[config.mk]
export PLATFORM = sky130hd
export DESIGN_NAME = stream_mode_sched
export DESIGN_NICKNAME = d
export VERILOG_FILES = /design/src/rtl/stream_mode_sched.sv
export SDC_FILE = /design/constraint.sdc
export NUM_CORES = 1
export LEC_CHECK = 0
export CAP_MARGIN = 20
export CORE_MARGIN = 5
export CORE_UTILIZATION = 60
export CTS_CLUSTER_SIZE = 30
export DETAILED_ROUTE_END_ITERATION = 10
export GPL_TIMING_DRIVEN = 1
export HOLD_SLACK_MARGIN = 0.05
export PLACE_DENSITY = 0.88
export SLEW_MARGIN = 10
export SYNTH_ARGS = -nofsm -noshare
export SYNTH_HDL_FRONTEND = slang
export SYNTH_SLANG_ARGS = --single-unit
[constraint.sdc]
create_clock -name clk_i -period 2.95 [get_ports clk_i]
set_input_delay 0.4425 -clock clk_i [delete_from_list [all_inputs] [get_ports clk_i]]
set_output_delay 0.4425 -clock clk_i [all_outputs]
set_load 0.01 [all_outputs]
[src/rtl/stream_mode_sched.sv]
// Run-time stream selector: debounced button mode request, frame-boundary mode switching,
// and draining of unselected streams. Optional statistics ports under STREAM_SCHED_STATS_EN.
module stream_mode_sched #(
  parameter int FrameLenRaw    = 76800,
  parameter int FrameLenProc   = 75684,
  parameter int DebounceCycles = 250000,
  parameter int DataWidth      = 1
) (
  input  logic                   clk_i,
  input  logic                   rst_i,
  input  logic [2:0]             button_i,
  input  logic [4*DataWidth-1:0] src_data_i,
  input  logic [3:0]             src_valid_i,
  output logic [3:0]             src_ready_o,
  output logic [DataWidth-1:0]   data_o,
  output logic                   valid_o,
  input  logic                   ready_i,
  output logic [1:0]             mode_o,
  output logic                   align_o,
  output logic                   frame_done_o
`ifdef STREAM_SCHED_STATS_EN
  ,
  output logic [15:0]            frames_o,
  output logic [15:0]            drop_o
`endif
);

  localparam int MaxLen = (FrameLenRaw > FrameLenProc) ? FrameLenRaw : FrameLenProc;
  localparam int CntW   = $clog2(MaxLen);
  localparam int DbW    = $clog2(DebounceCycles);

  localparam logic [CntW-1:0] RawLast  = CntW'(FrameLenRaw - 1);
  localparam logic [CntW-1:0] ProcLast = CntW'(FrameLenProc - 1);
  localparam logic [DbW-1:0]  DbLast   = DbW'(DebounceCycles - 1);

  typedef enum logic [0:0] {
    ST_ALIGN = 1'b0,
    ST_RUN   = 1'b1
  } state_t;

  function automatic logic [1:0] decode_buttons(input logic [2:0] b);
    logic [1:0] m;
    case (b)
      3'b001:  m = 2'd0;
      3'b010:  m = 2'd1;
      3'b100:  m = 2'd2;
      default: m = 2'd3;
    endcase
    return m;
  endfunction

  function automatic logic [CntW-1:0] last_beat(input logic [1:0] m);
    return (m == 2'd0) ? RawLast : ProcLast;
  endfunction

  logic [2:0]           btn_meta_r;
  logic [2:0]           btn_sync_r;
  logic [2:0]           btn_hold_r;
  logic [DbW-1:0]       db_cnt_r;
  logic [1:0]           pending_r;
  logic [CntW-1:0]      src_cnt_r [4];
  state_t               state_r;
  logic [1:0]           mode_r;
  logic [CntW-1:0]      out_cnt_r;

  logic                 sel_valid_s;
  logic [DataWidth-1:0] sel_data_s;
  logic                 out_hs_s;
  logic                 frame_end_s;
  logic [3:0]           src_hs_s;
  logic                 align_exit_s;

  // Two-flop synchronizer for the asynchronous board buttons.
  always_ff @(posedge clk_i or negedge rst_i) begin
    if (!rst_i) begin
      btn_meta_r <= 3'b000;
      btn_sync_r <= 3'b000;
    end else begin
      btn_meta_r <= button_i;
      btn_sync_r <= btn_meta_r;
    end
  end

  // Debounce: restart on any change; once stable long enough, keep refreshing the request.
  always_ff @(posedge clk_i or negedge rst_i) begin
    if (!rst_i) begin
      btn_hold_r <= 3'b000;
      db_cnt_r   <= {DbW{1'b0}};
      pending_r  <= 2'd3;
    end else if (btn_sync_r != btn_hold_r) begin
      btn_hold_r <= btn_sync_r;
      db_cnt_r   <= {DbW{1'b0}};
    end else if (db_cnt_r == DbLast) begin
      pending_r  <= decode_buttons(btn_hold_r);
    end else begin
      db_cnt_r   <= db_cnt_r + 1'b1;
    end
  end

  // Output mux: selected source passes straight through while running; ALIGN drains everything.
  always_comb begin
    sel_valid_s = src_valid_i[mode_r];
    sel_data_s  = src_data_i[DataWidth*int'(mode_r) +: DataWidth];
    valid_o     = 1'b0;
    data_o      = {DataWidth{1'b0}};
    src_ready_o = 4'b1111;
    if (state_r == ST_RUN) begin
      valid_o             = sel_valid_s;
      data_o              = sel_data_s;
      src_ready_o[mode_r] = ready_i;
    end else begin
      valid_o     = 1'b0;
      data_o      = {DataWidth{1'b0}};
      src_ready_o = 4'b1111;
    end
  end

  // Handshake decode shared by the counters and the FSM.
  always_comb begin
    out_hs_s     = valid_o & ready_i;
    frame_end_s  = out_hs_s & (out_cnt_r == last_beat(mode_r));
    src_hs_s     = src_valid_i & src_ready_o;
    align_exit_s = (src_cnt_r[mode_r] == {CntW{1'b0}}) & ~src_hs_s[mode_r];
  end

  assign frame_done_o = frame_end_s;
  assign align_o      = (state_r == ST_ALIGN);
  assign mode_o       = mode_r;

  // Frame position of every source, tracked whether selected or not.
  always_ff @(posedge clk_i or negedge rst_i) begin
    if (!rst_i) begin
      for (int i = 0; i < 4; i++) begin
        src_cnt_r[i] <= {CntW{1'b0}};
      end
    end else begin
      for (int i = 0; i < 4; i++) begin
        if (src_hs_s[i]) begin
          if (src_cnt_r[i] == ((i == 0) ? RawLast : ProcLast)) begin
            src_cnt_r[i] <= {CntW{1'b0}};
          end else begin
            src_cnt_r[i] <= src_cnt_r[i] + 1'b1;
          end
        end
      end
    end
  end

  // Scheduler FSM: mode only changes at a frame end, then waits for the new source's frame start.
  always_ff @(posedge clk_i or negedge rst_i) begin
    if (!rst_i) begin
      state_r   <= ST_ALIGN;
      mode_r    <= 2'd3;
      out_cnt_r <= {CntW{1'b0}};
    end else begin
      case (state_r)
        ST_ALIGN: begin
          if (align_exit_s) begin
            state_r <= ST_RUN;
          end
        end
        ST_RUN: begin
          if (frame_end_s) begin
            out_cnt_r <= {CntW{1'b0}};
            if (pending_r != mode_r) begin
              mode_r  <= pending_r;
              state_r <= ST_ALIGN;
            end
          end else if (out_hs_s) begin
            out_cnt_r <= out_cnt_r + 1'b1;
          end
        end
        default: begin
          state_r   <= ST_ALIGN;
          out_cnt_r <= {CntW{1'b0}};
        end
      endcase
    end
  end

`ifdef STREAM_SCHED_STATS_EN
  logic [15:0] frames_r;
  logic [15:0] drop_r;

  // Frame counter wraps; drop counter saturates on beats of the selected source drained in ALIGN.
  always_ff @(posedge clk_i or negedge rst_i) begin
    if (!rst_i) begin
      frames_r <= 16'd0;
      drop_r   <= 16'd0;
    end else begin
      if (frame_end_s) begin
        frames_r <= frames_r + 16'd1;
      end
      if ((state_r == ST_ALIGN) && src_hs_s[mode_r] && (drop_r != 16'hFFFF)) begin
        drop_r <= drop_r + 16'd1;
      end
    end
  end

  assign frames_o = frames_r;
  assign drop_o   = drop_r;
`endif

endmodule

== Word level (Yosys, flattened, before mapping) ==
Index checks and enable logic that the tools add are counted.
Storage, ports and cells
  register bits after elaboration: 117
  input bits: 14
  output and inout bits: 10
  logic and storage cells: 77
Operators by class
  add/sub/neg operators: 6
  order comparisons: 3
  eq/ne operators: 12
  shifts and indexed selects: 1
  mux-type cells: 26
  bitwise logic cells: 10
  reductions and logical operators: 7
Operators with widths (count)
  $mux W17: 8
  $add A17 B1 Y17 const B: 5
  $eq A17 B17 Y1 const B: 4
  $mux W18: 2
  $bmux W17 S2: 1
  $add A18 B1 Y18 const B: 1
  $eq A18 B18 Y1 const B: 1
  $eq A17 B17 Y1: 1
  $logic_not A17 Y1: 1
  $mux W12: 1
  $mux W1: 8
  $pmux W2 S3: 1
  $and A4 B4 Y4: 1
  $bmux W1 S2: 2
  $mux W4: 1
  $not A4 Y4: 1
  $or A4 B4 Y4: 1
  $reduce_and A2 Y1: 2
  $shiftx A4 B3 Y1: 1
  $and A1 B1 Y1: 3
  $eq A3 B1 Y1 const B: 1
  $eq A3 B2 Y1 const B: 1
  $eq A3 B3 Y1 const B: 1
  $ge A3 B3 Y1 const B: 1
  other kinds (13): 15

== Logic depth before layout (Yosys ltp) ==
Gate-level depths: netlist of run 1.
  word-level depth: 14
  mapped depth: 7
  mapped depth without buffers: 6

== Least setup slack after synthesis of run 1 ==
No wires, ideal clock.
  kind: register to output
  from: register mode_r[0] (netlist: mode_o[0])
  to: output port frame_done_o
  arrival time: 1.985 ns
  required time: 2.508 ns
  path slack: 0.522 ns
  stages on the path, launching flop included: 7
  path buffers: 3
  path through: dfstp_2 -> buf_2 -> mux4_2 -> and4_1 -> clkbuf_1 -> and2_1 -> buf_2
Between the ends
  longest elaborated chain between the ends: 5
  elaborated cells between the ends (all ways): 8
  classes of those cells: eq/ne (1); mux (4); bitwise (2); reduce/logical (1)
Ends and longest elaborated chain
  from (decl): RTL line 63  | logic [1:0] mode_r;
  from (signal assigned): RTL line 166  | mode_r <= pending_r;
  $bmux W1 S2: RTL line 102  | sel_valid_s = src_valid_i[mode_r];
  $mux W1 (implied by the code): RTL line 102
  $mux W1: RTL line 107  | if (state_r == ST_RUN) begin
  $and A1 B1 Y1: RTL line 120  | out_hs_s = valid_o & ready_i;
  $and A1 B1 Y1 *: RTL line 121  | frame_end_s = out_hs_s & (out_cnt_r == last_beat(mode_r));
  to (decl): RTL line 20  | output logic frame_done_o
Every way passes the cells marked *; elsewhere a longest branch is shown, timed or not. The select of a mux whose other input is x is not followed.

== Worst setup path after layout of run 1 ==
  from: register out_cnt_r[3]
  to: output port frame_done_o
Between the ends
  longest elaborated chain between the ends: 2
Ends and longest elaborated chain
  from (decl): RTL line 64  | logic [CntW-1:0] out_cnt_r;
  from (signal assigned): RTL line 154  | out_cnt_r <= {CntW{1'b0}};
  from (signal assigned): RTL line 164  | out_cnt_r <= {CntW{1'b0}};
  from (signal assigned): RTL line 170  | out_cnt_r <= out_cnt_r + 1'b1;
  $eq A17 B17 Y1: RTL line 121
  $and A1 B1 Y1: RTL line 121
Every way passes these cells.

==> reports/results.md, run 1 <==
• dfrtp_1 47%, xor2_1 5.6%, xnor2_1 4.8% — top cells by area, synth
• 9.77% — share of cells above drive strength 1
• reg2out — Worst Setup Path Type
• 0 — EDFF count, synth
• 13,200 µm — wire length after detailed routing
• 96.1% — part of the cycle the worst path needs
• 0.55 ns — largest stage delay on the critical path
• 3.21 mW — Internal Dissipation
• 61.3% — starting density of the core
• flop — Setup crit start kind
• 100% — Post-synth ARST share
• 110 µm — Vert. Die Dim
• dfrtp_1 — Post-synth top flop
• 117 — clock net sink count
• 43.5% — Clock power frac
• 2 — Clock Path Buffers
• 54 — number of distinct library cells after synthesis
• 0.05 ns — clock transition at the registers of the reported paths
• 6.17 — per-cell via count in the routed design
• 47.4% — fraction of synthesized cell area taken by the top area cell type
• 12,000 µm² — Die Area
• 9140 µm — HPWL Detailed
• 0 — number of synthesis warnings
• 71.5% — utilization after layout
• 45.7% — power share of the sequential group
• dfrtp_1 — most area-hungry cell type in the Yosys netlist
• 0.0106 ns — final clock skew
• 0 — DRC violations left
• 110 µm — chip width
• 0.916 — global placer's final weighted congestion
• 23 — Buffers on Ports
• or4_4 — library cell contributing the largest single delay on the critical path
• 0 ns — setup TNS after final layout
• 2.51 ns — required time of the worst setup path
• 4,927 — count of vias placed by the detailed router
• 5970 µm² — Post-Synthesis Cell Area
• done — clock tree from TritonCTS
• dfrtp_1 — most common library cell in the layout ignoring fill and taps
• 0.756 ns — worst slew pin tran
• 113 x dfrtp_1, 64 x nor2_1, 56 x nand2_1 — most frequent cells in the layout
• 3.00 nW — leakage power
• 613 — gate count after technology mapping
• no — RSZ-0062 raised after global routing
• or4b_1 -> or4_4 -> a21oi_2 -> and2_4 -> buf_2 — cells along the critical path
• 392 — detailed router's first-iteration violation count
• 16.7% — area growth from synthesis to layout
• 2.39 ns — CP Data Arrival Time
• 7 — TritonRoute pass-1 iters
• reg2reg — Worst Hold Class
• 9730 µm² — floorplan core area
• 10.8% — proportion of power drawn by combinational gates
• 16.6 µm — Routed WL per cell
• 23.7% — overall global routing resource usage
• 17 — Inserted Clock Buffers
• 630 nW/µm² — power density of the placed cells
• finished, final reports clean — run status
• 0 — global route overflow
• 58 — maximum number of pins on one net before global-route repair
• 0 — post-route antenna net violation count
• 0 — number of antenna diodes
• 1.17 mW — switching component of the power
• 0 — number of antenna violations at the first check in global routing
• 4,825 — via count of the first global-routing pass
• 1 — count of buffer and inverter cells on the critical path
• 117 — Seq cells post-synth
• 0.52 ns — worst skew pair latency
• 672 — total number of nets in the final design
• 633 — nets in the synthesized netlist
• 9.73 µm² — post-synthesis average cell area
• 24 — number of top-level pins
• 2.83 ns — crit path time final
• 0 — Hold Violations, Final
• 49.2% — max-slew headroom at the worst pin
• 0 — Pins Over Slew Limit
• 353 MHz — Peak Freq
• primary output — kind of end point of the critical path
• 3 — highest net fanout along the worst path
• 26.8% — Sw Share
• 0.535 mV — worst voltage drop across the vdd grid
• 0 — max-capacitance violation count
• simple AND/OR/NAND/NOR gates — Top delay family on crit path
• 0 — final setup fails
• 22,100 µm — first-pass GRT wire length
• 49.2% — part of the Yosys area used for sequential elements
• 36 — number of standard-cell rows in the floorplan
• clkbuf_8 — Clk Tree Root Cell
• 4 — H-Tree Depth
flip-flops by register name (all words and copies together) (netlist names):
register and flops:
state_r 1, src_cnt_r 68, btn_meta_r 3, out_cnt_r 17, btn_hold_r 3, pending_r 2, db_cnt_r 18, mode_o 2
btn_sync_r 3
area by class of cell:
type                       instances  area, µm²
clock buffer                      22        443
fill                             664       2770
clock inverter                    10        108
tap                              133        166
timing repair buffer              40        353
sequential                       117       2930
multi-input combinational        466       2920
inverter                          10       37.5
power by group through the flow:
stage	Combinational [mW]	Clock, mW	Sequential (mW)
final	0.474	1.91	2.00
after global routing	0.533	2.01	2.03
after CTS	0.465	1.94	2.00
after detailed placement	0.458	0	2.01
after global placement	0.431	0	2.00
after floorplan	0.335	0	1.95
synthesized netlist by cell type, types with 4 or more instances:
cell type and count:
o21ai_0 27, and3_1 27, nand3_1 42, mux2i_1 5
a21o_1 4, xnor2_1 33, nand4_1 36, nor4b_1 5
and2_1 13, a22o_1 4, or4_1 8, inv_1 10
xor2_1 38, or3_1 5, and4_1 5, nor2_1 64
nor4_1 14, ha_1 6, dfstp_2 4, a21oi_1 12
nand2_1 56, dfrtp_1 113, nand3b_1 4, nor3_1 17
clkbuf_1 16, mux2_2 5
layer usage:
layer  GRT usage [%]  up-vias  wire (µm)
met4            9.62        0        223
li1                -     2280          -
met1            28.3     2446       5510
met2            41.5      179       6890
met5               0        -          0
met3            5.05       22        609
timing repair:
item	4_1_cts	5_1_grt
setup endpoints to repair	1	1
setup buffers	0	2
hold endpoints to repair	50	0
gates resized for setup	3	3
hold buffers	1	0
cloned	0	0
pin swaps	0	2
metrics by stage:
| stage | std cells | worst slack [ns] | hold WS [ns] | total power, mW | instance area, µm² |
|---|---|---|---|---|---|
| after floorplan | 613 | 0.522 | 0.147 | 2.29 | 5970 |
| after global placement | 763 | 0.153 | 0.333 | 2.43 | 6380 |
| after detailed placement | 763 | 0.141 | 0.345 | 2.47 | 6380 |
| after CTS | 796 | 0.00366 | 0.341 | 4.40 | 6940 |
| after global routing | 798 | 0.0324 | 0.342 | 4.57 | 6960 |
| final | 798 | 0.115 | 0.352 | 4.39 | 6960 |
logic make-up (layout without fill, tap and decap cells):
group,Yosys count,in the layout,share of synthesized area [%]
multiplexers,12,12,2.54
XOR/XNOR,71,71,10.4
buffers and inverters,30,82,2.01
adder cells (fa/ha/maj),6,6,1.26
flip-flops,117,117,49.2
AO/OA/AOI/OAI,62,62,6.46
AND/OR/NAND/NOR,315,315,28.1
worst paths after layout:
check | startpoint | endpoint | slack [ns] | depth (start not counted)
worst max-delay path | out_cnt_r[3] | frame_done_o | 0.12 | 5
worst min-delay path | btn_meta_r[0] | btn_sync_r[0] | 0.35 | 0
worst max register to register | out_cnt_r[3] | mode_o[0] | 0.47 | 5
worst min register to register | btn_meta_r[0] | btn_sync_r[0] | 0.35 | 0
max in group asynchronous | rst_i | src_cnt_r[8] | 1.58 | 3
min in group asynchronous | rst_i | src_cnt_r[61] | 0.52 | 2
Note: power is estimated with default switching activity, not from simulation.
==> inputs of run 2 (changes only) <==
Settings changed: CORE_UTILIZATION 60 to 55, PLACE_DENSITY 0.88 to 0.82, REMOVE_ABC_BUFFERS set to 1.
==> reports/results.md, run 2 (same netlist as run 1, synthesis figures left out) <==
• 543 — detailed router's first-iteration violation count
• 2.44 ns — CP Data Arrival Time
• 47.0% — Clock power frac
• 7030 µm² — total non-filler cell area in the finished layout
• 0.0696 ns — post-route worst setup slack
• 3.02 nW — leakage power
• 0.770 ns — worst slew pin tran
• mode_o[1] — reg2reg start
• 6 — number of cells on the worst reg-to-reg path
• 26.3% — Sw Share
• 0 — post-route antenna net violation count
• 10,700 µm² — floorplan core area
• met2 — Most Crowded Layer GR
• src_cnt_r — Top reg by flops
• 8960 µm — HPWL Detailed
• 23 — Buffers on Ports
• clkbuf_8 — Clk Tree Root Cell
• btn_sync_r[1] — hold-critical path endpoint
• 0 — count of cells along the worst hold path
• 17 — Inserted Clock Buffers
• 48.2% — max-slew headroom at the worst pin
• 0 — max-capacitance violation count
• 0.53 ns — worst skew pair latency
• 0.132 ns — worst setup timing slack at the placement stage
• 800 — non-filler instance count after layout
• done — clock tree from TritonCTS
• 0 — global route overflow
• 38 — number of standard-cell rows in the floorplan
• 53 — maximum number of pins on one net before global-route repair
• 22.2% — overall global routing resource usage
• 0.00853 ns — final clock skew
• 6370 µm² — cell area reported after detailed placement
• 9.8% — proportion of power drawn by combinational gates
• 2 — Clock Path Buffers
• 117 — clock net sink count
• src_cnt_r (68), db_cnt_r (18), out_cnt_r (17) — biggest regs
• 114 µm — Vert. Die Dim
• finished, final reports clean — run status
• 0 ns — setup TNS after final layout
• 0 — final setup fails
• 16.9 µm — Routed WL per cell
• 113 x dfrtp_1, 64 x nor2_1, 56 x nand2_1 — most frequent cells in the layout
• 114 µm — chip width
• 4 — H-Tree Depth
• 55.5% — starting density of the core
• 68 — max FFs per register
• 820 — total of fill cells in the finished design
• 347 MHz — Peak Freq
• or4b_1 -> or4_4 -> a21oi_2 -> and2_4 -> clkdlybuf4s15_2 — cells along the critical path
• 2920 µm² — area of the multi-input gates
• 3.43 mW — Internal Dissipation
• 6 — TritonRoute pass-1 iters
• 0 — number of antenna violations at the first check in global routing
• 765 — number of placed instances with taps included
• 4 — highest net fanout along the worst path
• 2.51 ns — required time of the worst setup path
• 43.2% — power share of the sequential group
• 0.06 ns — clock transition at the registers of the reported paths
• yes — RSZ-0062 raised after global routing
• 0.349 ns — minimum hold slack
• 0 — Pins Over Slew Limit
• reg2reg — Worst Hold Class
• reg2out — Worst Setup Path Type
• 36.8% — met2 capacity usage during global routing
• flop — Setup crit start kind
• 13,000 µm² — Die Area
• src_cnt_r[50] — capturing point of the worst reg2reg path
• primary output — kind of end point of the critical path
• 667 — total number of nets in the final design
• 4,824 — count of vias placed by the detailed router
• 0.889 — global placer's final weighted congestion
• btn_meta_r[1] — startpoint of the lowest-slack hold path
• 0.466 mV — worst voltage drop across the vdd grid
• 6.03 — per-cell via count in the routed design
• 5.66% — global-route met3 utilization
• 2.88 ns — crit path time final
• 24 — number of top-level pins
• dfrtp_1 — most common library cell in the layout ignoring fill and taps
• 97.6% — part of the cycle the worst path needs
• out_cnt_r[3] — critical path launch point
• 2930 µm² — sequential standard cell area
• 13,500 µm — wire length after detailed routing
• 1.23 mW — switching component of the power
• 0 — DRC violations left
• 17.9% — area growth from synthesis to layout
• 662 nW/µm² — power density of the placed cells
• or4b_1 — library cell contributing the largest single delay on the critical path
• 0.52 ns — largest stage delay on the critical path
• 0 — number of antenna diodes
• 4,829 — via count of the first global-routing pass
• 0 — Hold Violations, Final
• 0.50 ns — worst-case register-to-register setup slack
• 27.9% — met1 Usage GRT
• 23,100 µm — first-pass GRT wire length
• 9.55% — share of cells above drive strength 1
## run 2: cell types whose count changed in the layout (fill, tap and decap cells not counted), moves of 2 or more
cell,previous run,this run
buf_4,17,11
bufinv_16,2,4
clkbuf_1,4,1
clkbuf_8,2,4
clkinv_2,5,1
clkinv_4,0,3
## run 2: power groups by stage
stage                     registers [mW]  clock network [mW]  logic, mW
after floorplan                     1.96                   0      0.316
after global placement              2.01                   0      0.433
after detailed placement            2.02                   0      0.453
after CTS                           2.00                2.22      0.460
after global routing                2.03                2.29      0.515
final                               2.01                2.19      0.458
## run 2: what timing repair did
| action | 4_1_cts | 5_1_grt |
|---|---|---|
| endpoints found under the hold margin | 50 | 0 |
| endpoints found under the setup margin | 1 | 2 |
| hold buffers | 1 | 0 |
| gates cloned | 0 | 0 |
| buffers inserted | 0 | 2 |
| resized for setup | 3 | 2 |
## run 2: worst max-delay path, delay by kind of cell, from the launching register on
| kind | cells | cell delay (ns) |
|---|---|---|
| buffers and inverters | 1 | 0.22 |
| AND/OR/NAND/NOR | 3 | 1.14 |
| AO/OA/AOI/OAI | 1 | 0.15 |
| flip-flops | 1 | 0.41 |
## run 2: worst max path at each step
stage	endpoint	slack, ns	cells after the start
2_1_floorplan	frame_done_o	0.72	4
3_5_place_dp	frame_done_o	0.13	5
4_1_cts	valid_o	0.002	3
6_report	frame_done_o	0.07	5
3_3_place_gp	frame_done_o	0.17	5
5_1_grt	frame_done_o	-0.03	5
## run 2: metal layers
layer	vias up	routed length [µm]
met1	2362	5820
met3	20	686
met5	-	0
met4	0	189
li1	2269	-
met2	173	6850
## run 2: layout make-up
type | count | share of cell area, %
repair buffers | 35 | 4.75
inverters | 10 | 0.534
clock inverters | 11 | 2.47
flip-flops and latches | 117 | 41.7
multi-input cells | 466 | 41.5
well taps | 140 | 2.49
clock buffers | 21 | 6.53
## run 2: per-stage QoR
stage,total power [mW],util [%]
final,4.66,65.4
after global routing,4.83,65.4
after CTS,4.68,65.2
after detailed placement,2.48,59.2
after global placement,2.44,59.2
after floorplan,2.28,-
==> inputs of run 3 (changes only) <==
Clock period 2.95 ns to 3.28 ns, I/O delays scaled along.
==> reports/results.md, run 3 (same netlist as run 1, synthesis figures left out) <==
• 8 — TritonRoute pass-1 iters
• 663 — total number of nets in the final design
• 64.6% — utilization after layout
• 13,000 µm² — Die Area
• 0 — Hold Violations, Final
• 27.8% — Sw Share
• 2.97 nW — leakage power
• 8.69% — share of cells above drive strength 1
• 0.967 — global placer's final weighted congestion
• 0 — number of antenna diodes
• 17 — Inserted Clock Buffers
• done — clock tree from TritonCTS
• or4b_1 — library cell contributing the largest single delay on the critical path
• reg2out — Worst Setup Path Type
• 51.1% — max-slew headroom at the worst pin
• 4,851 — count of vias placed by the detailed router
• clkbuf_8 — Clk Tree Root Cell
• 0 — final setup fails
• btn_sync_r[1] — hold-critical path endpoint
• 0.06 ns — clock transition at the registers of the reported paths
• 0 ns — setup TNS after final layout
• 0 — post-route antenna net violation count
• flop — Setup crit start kind
• 8770 µm — HPWL Detailed
• 0 — max-capacitance violation count
• 13,000 µm — wire length after detailed routing
• 10,700 µm² — floorplan core area
• 23 — Buffers on Ports
• src_cnt_r[50] — capturing point of the worst reg2reg path
• 117 — clock net sink count
• 3.00 ns — crit path time final
• or4b_1 -> or4_4 -> a21oi_1 -> and2_1 -> dlygate4sd2_1 — cells along the critical path
• 0.53 ns — largest stage delay on the critical path
• 68 — max FFs per register
• 5 — number of cells on the worst reg-to-reg path
• met2 — Most Crowded Layer GR
• 34.3% — met2 capacity usage during global routing
• 22,400 µm — first-pass GRT wire length
• 16.3% — area growth from synthesis to layout
• src_cnt_r — Top reg by flops
• 0 — post-CTS setup repair buffer count
• 114 µm — Vert. Die Dim
• 38 — number of standard-cell rows in the floorplan
• 55.5% — starting density of the core
• 7.03% — global-route met3 utilization
• 4 — highest net fanout along the worst path
• 21.6% — overall global routing resource usage
• 834 — total of fill cells in the finished design
• 577 nW/µm² — power density of the placed cells
• 0.00473 ns — final clock skew
• 24 — number of top-level pins
• 2.79 ns — required time of the worst setup path
• 456 — detailed router's first-iteration violation count
• btn_meta_r[1] — startpoint of the lowest-slack hold path
• 4,847 — via count of the first global-routing pass
• 0.487 mV — worst voltage drop across the vdd grid
• 0 — Pins Over Slew Limit
• 0 — global route overflow
• 2 — Clock Path Buffers
• 0.53 ns — worst skew pair latency
• finished, final reports clean — run status
• 2.51 ns — CP Data Arrival Time
• 0 — count of cells along the worst hold path
• 45.0% — power share of the sequential group
• 333 MHz — Peak Freq
• 6.09 — per-cell via count in the routed design
• dfrtp_1 — most common library cell in the layout ignoring fill and taps
• 49 — maximum number of pins on one net before global-route repair
• 1.11 mW — switching component of the power
• 113 x dfrtp_1, 64 x nor2_1, 56 x nand2_1 — most frequent cells in the layout
• 91.5% — part of the cycle the worst path needs
• 0.87 ns — worst-case register-to-register setup slack
• 44.6% — Clock power frac
• 0 — number of antenna violations at the first check in global routing
• 2.89 mW — Internal Dissipation
• 10.3% — proportion of power drawn by combinational gates
• reg2reg — Worst Hold Class
• src_cnt_r (68), db_cnt_r (18), out_cnt_r (17) — biggest regs
• 26.6% — met1 Usage GRT
• 4 — H-Tree Depth
• primary output — kind of end point of the critical path
• 0 — DRC violations left
• no — RSZ-0062 raised after global routing
• mode_o[1] — reg2reg start
• 16.3 µm — Routed WL per cell
• 114 µm — chip width
• 0.727 ns — worst slew pin tran
-- run 3: worst max path at each step --
stage                        start  slack, ns           end
global placement    src_valid_i[2]       0.41  frame_done_o
CTS                   out_cnt_r[3]       0.26  frame_done_o
floorplan             out_cnt_r[3]       1.00  frame_done_o
global route             mode_o[1]       0.17  frame_done_o
detailed placement  src_valid_i[2]       0.40  frame_done_o
finish                out_cnt_r[3]       0.28  frame_done_o
-- run 3: power by group through the flow --
stage               clock network (mW)  logic (mW)  registers (mW)
global placement                     0       0.391            1.80
CTS                               1.82       0.416            1.80
finish                            1.79       0.414            1.80
detailed placement                   0       0.412            1.82
global route                      1.89       0.462            1.83
floorplan                            0       0.285            1.77
-- run 3: timing repair --
action,in CTS,in global routing
setup endpoints to repair,1,0
hold buffers,1,0
gates resized for setup,1,0
hold endpoints to repair,46,0
-- run 3: area by class of cell --
class | count | area [µm²] | area share [%]
Clock buffer | 18 | 428 | 6.17
Multi-Input combinational cell | 466 | 2910 | 42.0
Clock inverter | 14 | 153 | 2.20
Timing Repair Buffer | 31 | 302 | 4.34
Tap cell | 140 | 175 | 2.52
Inverter | 10 | 37.5 | 0.541
Sequential cell | 117 | 2930 | 42.3
-- run 3: stage by stage --
step	instance area (µm²)	hold WS, ns	std cells	setup slack [ns]	total power, mW
6_report	6940	0.355	796	0.279	4.01
5_1_grt	6940	0.365	796	0.171	4.18
4_1_cts	6940	0.355	796	0.264	4.03
3_5_place_dp	6350	0.341	763	0.402	2.23
3_3_place_gp	6350	0.335	763	0.407	2.19
2_1_floorplan	5880	0.196	593	1.00	2.05
-- run 3: layer usage --
metal	routed length (µm)	vias up
met5	0	-
met4	369	0
met3	658	45
met2	6410	175
met1	5560	2365
li1	-	2266
-- run 3: critical path, delay by kind of cell, from the launching register on --
kind / cells / cell delay (ns)
AOI/OAI and AO/OA: 1 / 0.16
buffers and inverters: 1 / 0.27
DFF: 1 / 0.41
and+or+nand+nor: 3 / 1.13
